`src/rtl/debounce_delay_module_pkg.sv`:
```
// Shared types and defaults for the key debounce / long-press block.
// Holds the FSM encoding, counter widths and the edge-pulse decoder.
package debounce_delay_module_pkg;

    localparam int unsigned SettleW = 19;
    localparam int unsigned TickW   = 7;

    localparam logic [SettleW-1:0] T10msDefault     = 19'd499_999;
    localparam logic [TickW-1:0]   LongTicksDefault = 7'd100;

    typedef enum logic [1:0] {
        StIdle        = 2'd0,
        StPressWait   = 2'd1,
        StHeld        = 2'd2,
        StReleaseWait = 2'd3
    } state_e;

    typedef enum logic {
        EdgeRelease = 1'b0,
        EdgePress   = 1'b1
    } last_edge_e;

    typedef struct packed {
        logic press;
        logic rel;
    } edge_ev_t;

    // Both pulses in the same cycle cancel out and count as no event.
    function automatic edge_ev_t decode_edges(input logic h2l, input logic l2h);
        edge_ev_t ev;
        ev.press = h2l & ~l2h;
        ev.rel   = l2h & ~h2l;
        return ev;
    endfunction

endpackage

```
`src/rtl/debounce_delay_module_settle_timer.sv`:
```
// Settle interval counter: clear has priority, counts while enabled and
// wraps to zero after the cycle in which it reaches T10MS.
module debounce_delay_module_settle_timer
    import debounce_delay_module_pkg::*;
#(
    parameter logic [SettleW-1:0] T10MS = T10msDefault
) (
    input  logic i_clk,
    input  logic i_rst,
    input  logic i_clr,
    input  logic i_en,
    output logic o_done
);

    logic [SettleW-1:0] r_count;

    assign o_done = (r_count == T10MS);

    always_ff @(posedge i_clk) begin
        if (i_rst || i_clr) begin
            r_count <= '0;
        end else if (i_en) begin
            r_count <= o_done ? '0 : r_count + SettleW'(1);
        end
    end

endmodule

```
`src/rtl/debounce_delay_module.sv`:
```
// Key debouncer driven by upstream edge pulses: confirms press/release after a
// quiet settle interval and flags a long press after LONG_TICKS intervals held.
module debounce_delay_module
    import debounce_delay_module_pkg::*;
#(
    parameter logic [SettleW-1:0] T10MS      = T10msDefault,
    parameter logic [TickW-1:0]   LONG_TICKS = LongTicksDefault
) (
    input  logic CLK,
    input  logic RST,
    input  logic H2L_Sig,
    input  logic L2H_Sig,
    output logic Key_Out,
    output logic Press_Pulse,
    output logic Release_Pulse,
    output logic Long_Sig
);

    state_e           r_state;
    last_edge_e       r_last_edge;
    logic [TickW-1:0] r_ticks;
    logic             r_key;
    logic             r_press;
    logic             r_release;
    logic             r_long;

    edge_ev_t w_ev;
    logic     w_press;
    logic     w_release;
    logic     w_done;
    logic     w_clr;
    logic     w_en;

    assign w_ev      = decode_edges(H2L_Sig, L2H_Sig);
    assign w_press   = w_ev.press;
    assign w_release = w_ev.rel;

    // Any accepted edge restarts the interval; HELD only listens for release.
    always_comb begin
        w_clr = 1'b1;
        w_en  = 1'b0;
        unique case (r_state)
            StIdle: begin
                w_clr = 1'b1;
            end
            StPressWait, StReleaseWait: begin
                w_clr = w_press | w_release;
                w_en  = 1'b1;
            end
            StHeld: begin
                w_clr = w_release;
                w_en  = 1'b1;
            end
            default: begin
                w_clr = 1'b1;
            end
        endcase
    end

    debounce_delay_module_settle_timer #(
        .T10MS (T10MS)
    ) settle_timer (
        .i_clk  (CLK),
        .i_rst  (RST),
        .i_clr  (w_clr),
        .i_en   (w_en),
        .o_done (w_done)
    );

    always_ff @(posedge CLK) begin
        if (RST) begin
            r_state     <= StIdle;
            r_last_edge <= EdgeRelease;
            r_ticks     <= '0;
            r_key       <= 1'b0;
            r_press     <= 1'b0;
            r_release   <= 1'b0;
            r_long      <= 1'b0;
        end else begin
            r_press   <= 1'b0;
            r_release <= 1'b0;
            r_long    <= 1'b0;
            unique case (r_state)
                StIdle: begin
                    r_ticks <= '0;
                    if (w_press) begin
                        r_state     <= StPressWait;
                        r_last_edge <= EdgePress;
                    end
                end
                StPressWait: begin
                    if (w_press) begin
                        r_last_edge <= EdgePress;
                    end else if (w_release) begin
                        r_last_edge <= EdgeRelease;
                    end else if (w_done) begin
                        if (r_last_edge == EdgePress) begin
                            r_state <= StHeld;
                            r_ticks <= '0;
                            r_key   <= 1'b1;
                            r_press <= 1'b1;
                        end else begin
                            r_state <= StIdle;
                        end
                    end
                end
                StHeld: begin
                    if (w_release) begin
                        r_state     <= StReleaseWait;
                        r_last_edge <= EdgeRelease;
                    end else if (w_done && (r_ticks < LONG_TICKS)) begin
                        // Saturates at LONG_TICKS so the long pulse fires only once.
                        r_ticks <= r_ticks + TickW'(1);
                        if ((r_ticks + TickW'(1)) == LONG_TICKS) begin
                            r_long <= 1'b1;
                        end
                    end
                end
                StReleaseWait: begin
                    if (w_press) begin
                        r_last_edge <= EdgePress;
                    end else if (w_release) begin
                        r_last_edge <= EdgeRelease;
                    end else if (w_done) begin
                        if (r_last_edge == EdgeRelease) begin
                            r_state   <= StIdle;
                            r_key     <= 1'b0;
                            r_release <= 1'b1;
                        end else begin
                            r_state <= StHeld;
                        end
                    end
                end
                default: begin
                    r_state <= StIdle;
                end
            endcase
        end
    end

    assign Key_Out       = r_key;
    assign Press_Pulse   = r_press;
    assign Release_Pulse = r_release;
    assign Long_Sig      = r_long;

endmodule

```
`config.mk`:
```
export PLATFORM = sky130hd
export DESIGN_NAME = debounce_delay_module
export DESIGN_NICKNAME = d
export VERILOG_FILES = /design/src/rtl/debounce_delay_module_pkg.sv /design/src/rtl/debounce_delay_module_settle_timer.sv /design/src/rtl/debounce_delay_module.sv
export SDC_FILE = /design/constraint.sdc
export NUM_CORES = 1
export LEC_CHECK = 0
export ABC_AREA = 1
export CORE_ASPECT_RATIO = 1.2
export CORE_MARGIN = 2
export CORE_UTILIZATION = 40
export CTS_CLUSTER_SIZE = 40
export DETAILED_ROUTE_END_ITERATION = 10
export PLACE_DENSITY = 0.68
export SLEW_MARGIN = 40
export SYNTH_ARGS = -nofsm -noshare
export SYNTH_HDL_FRONTEND = slang
export SYNTH_SLANG_ARGS = --single-unit
```
`constraint.sdc`:
```
create_clock -name CLK -period 3.48 [get_ports CLK]
set_clock_uncertainty 0.2 [all_clocks]
set_input_delay 0.522 -clock CLK [delete_from_list [all_inputs] [get_ports CLK]]
set_output_delay 0.522 -clock CLK [all_outputs]
set_load 0.01 [all_outputs]
```
==> metrics.txt <==
Detail Route Antenna Nets 0; first-iteration detailed-routing DRC count 79; buffers added on ports 7; fin crit period about 2400 ps; Die Wd 65.99 um; syn nets ~290; critical path type in -> reg; initial antenna violation count 0; critical path depth in cells 10; maximum fanout encountered on the critical timing path 9; final period utilization 68.27%; Max rail drop VDD roughly 0.15 mV; pin count of the biggest net entering global routing 11; clock sinks 33; die area just over 5000 um^2; Critical Path Source Type input pin; Mapped Avg Cell Area approximately 6.7 um^2; RSZ-0062 raised after global routing false; global router's overall resource usage 16.09%; post-CTS sizing 0; Largest delay share family, worst path simple AND/OR/NAND/NOR gates; Detailed Routing Iterations Pass 1 4; HPWL reported at the end of detailed placement 2771 um; outcome completed; total core area 4527 um^2; cell-by-cell listing of the critical path clkdlybuf4s50_1 -> inv_1 -> ha_1 -> nor3_1 -> nand3_1 -> o21bai_2 -> nand2_4 -> nand2_1 -> nand2_1 -> nor2_1; final-layout setup total negative slack 0 ps; arrival time of data at the critical path endpoint 2400 ps; number of global-route vias before repair 1555; Pwr Density about 350 nW/um^2; Syn-to-layout area delta 11.80%; insertion delay to the later sink of the worst-skew pair 280 ps; number of maximum-capacitance constraint violations 0; global placement routability congestion around 0.90; remaining global-route overflow 0; Hold Path Stages 2; CTS tree built; # setup viols final 0; endpoint kind of the worst setup timing path flop; Slew Viols, Final 0; P_leak 0.7338 nW; commonest cells after routing, fill and taps aside 60 x sky130_fd_sc_hd__nand2_1, 50 x sky130_fd_sc_hd__nor2_1, 33 x sky130_fd_sc_hd__dfxtp_1; Hold-fix buffers, CTS 0; detailed-route wire length 3675 um; share of post-route cells with drive strength above 1 9.278%; headroom to the max-slew limit 70.33%; die boundary height between 70 and 80 um; sequential share of the synthesized area a little over a third; starting utilization of the core area 40.74%; buffers and inverters on the worst path 2; worst-margin pin slew 444.6 ps; post-route non-filler standard cell count about 350; number of H-tree levels 2; average via count per standard cell 4.842; Vias 1690; maximum clock frequency 0.4209 GHz; fill cell total of the finished layout 471; count of buffers added by post-CTS timing repair for setup 0; hold violation total from the final report 0; net count of the finished layout 299; number of distinct library cell variants in the gate-level netlist after synthesis 28; worst-path cell with the longest stage delay sky130_fd_sc_hd__clkdlybuf4s50_1; clock transition time at the flip-flop clock pins of the worst setup and hold paths 70 ps; num ports 8; wire length per cell 10.53 um; CTS Root Buffer Type sky130_fd_sc_hd__clkbuf_8; number of remaining DRC errors 0; worst min-delay path category reg -> reg; warnings from Yosys 0; Synth Instances 277; wire length of the first global-routing pass 6568 um; delay of the slowest cell on the worst path roughly 480 ps; number of clock buffers inserted by TritonCTS 5; post-synth design cell area around 1800 um^2; number of placement rows 27; Critical Path RT 3500 ps; antenna diode count 0; Clock Tree Buf Depth 2; cell total after placement roughly 340; most common cell after layout, fill and taps aside sky130_fd_sc_hd__nand2_1; flops & latches, synth 33; r2r worst-path depth 11; CP most frequent cell sky130_fd_sc_hd__nand2_1
==> synth_stat cells <==
cell                       count  area [um^2]
sky130_fd_sc_hd__nand2_1      60        225.2
sky130_fd_sc_hd__nor2_1       50        187.7
sky130_fd_sc_hd__dfxtp_1      33        660.6
sky130_fd_sc_hd__inv_1        30        112.6
sky130_fd_sc_hd__nand3_1      24        120.1
sky130_fd_sc_hd__a21oi_1      15        75.07
sky130_fd_sc_hd__nor3_1       13        65.06
sky130_fd_sc_hd__xor2_1       10        87.58
sky130_fd_sc_hd__ha_1          5        62.56
sky130_fd_sc_hd__inv_2         5        18.77
sky130_fd_sc_hd__nand4_1       4        25.02
sky130_fd_sc_hd__or2_2         4        25.02
sky130_fd_sc_hd__nor2_2        3        18.77
sky130_fd_sc_hd__o21ai_0       3        15.01
sky130_fd_sc_hd__clkinv_1      2        7.510
sky130_fd_sc_hd__nand2_2       2        12.51
sky130_fd_sc_hd__nor2_4        2        22.52
sky130_fd_sc_hd__nor4_1        2        12.51
sky130_fd_sc_hd__a211oi_2      1        12.51
sky130_fd_sc_hd__a21oi_2       1        8.760
sky130_fd_sc_hd__buf_2         1        5.000
sky130_fd_sc_hd__nand2_4       1        11.26
sky130_fd_sc_hd__nand3_2       1        10.01
sky130_fd_sc_hd__nor3_2        1        10.01
sky130_fd_sc_hd__o211ai_1      1        7.510
sky130_fd_sc_hd__o21ai_1       1        5.000
sky130_fd_sc_hd__o21bai_2      1        11.26
sky130_fd_sc_hd__xnor2_1       1        8.760
==> state kept, by name (all words and copies together) (netlist names), named ones only <==
name / count
Press_Pulse: 1
Long_Sig: 1
Key_Out: 1
r_ticks: 7
r_state: 1
r_last_edge: 1
settle_timer.r_count: 19
Release_Pulse: 1
==> cells by family after synthesis <==
kind of cell               after synthesis  share of synthesized area (%)
AOI/OAI and AO/OA                       23                          7.326
and+or+nand+nor                        167                          40.43
adders and majority gates                5                          3.392
buffers and inverters                   38                          7.802
xor gates and xnor gates                11                          5.224
DFF                                     33                          35.82
==> where the power goes <==
part / leakage, nW / internal (mW) / switching [mW] / total [mW]
combinational: 0.427 / 0.0189 / 0.0322 / 0.0511
clock: 0.0395 / 0.142 / 0.133 / 0.275
sequential: 0.267 / 0.384 / 0.00698 / 0.391
total: 0.734 / 0.545 / 0.173 / 0.717
==> metrics by stage <==
stage	worst slack, ps	total power, mW	instance area, um^2	util (%)	hold slack (ps)
after floorplan	1522	0.4346	1844	-	242.4
after global placement	898.8	0.4499	1982	43.78	252.1
after detailed placement	812.5	0.4503	1982	43.78	255.3
after CTS	1117	0.7270	2062	45.55	263.9
after global routing	944.1	0.7482	2062	45.55	283.2
final	1104	0.7173	2062	45.55	259.7
==> worst register-to-register path, cell delays in order, from the launching register on <==
cell	delay (ps)
sky130_fd_sc_hd__dfxtp_1	360
sky130_fd_sc_hd__ha_1	200
sky130_fd_sc_hd__nand2_1	90
sky130_fd_sc_hd__nor2_1	190
sky130_fd_sc_hd__nand2_1	150
sky130_fd_sc_hd__nor2_4	180
sky130_fd_sc_hd__nand3_2	90
sky130_fd_sc_hd__nand2_2	180
sky130_fd_sc_hd__nand2_4	100
sky130_fd_sc_hd__nand2_1	90
sky130_fd_sc_hd__nand2_1	40
sky130_fd_sc_hd__nor2_1	80
==> cell type report <==
| class | instances | area [um^2] | area share (%) |
|---|---|---|---|
| Clock buffer | 8 | 80.08 | 3.883 |
| Sequential cell | 33 | 660.6 | 32.04 |
| Tap cell | 58 | 72.57 | 3.519 |
| Timing Repair Buffer | 7 | 70.07 | 3.398 |
| Multi-Input combinational cell | 206 | 1040 | 50.42 |
| Inverter | 37 | 138.9 | 6.735 |
==> worst paths after layout <==
check / start / endpoint / slack, ps
min: Key_Out / Key_Out / 260
min reg2reg: Key_Out / Key_Out / 260
max: L2H_Sig / r_ticks[6] / 1100
max reg2reg: settle_timer.r_count[1] / r_ticks[6] / 1480
==> per-layer routing <==
layer  GRT usage [%]  wire (um)
met1           18.46       1694
met2           28.38       1816
met3           3.582         96
met4           6.531         68
met5               0          0
No activity file was read; power rests on OpenSTA's default activity.
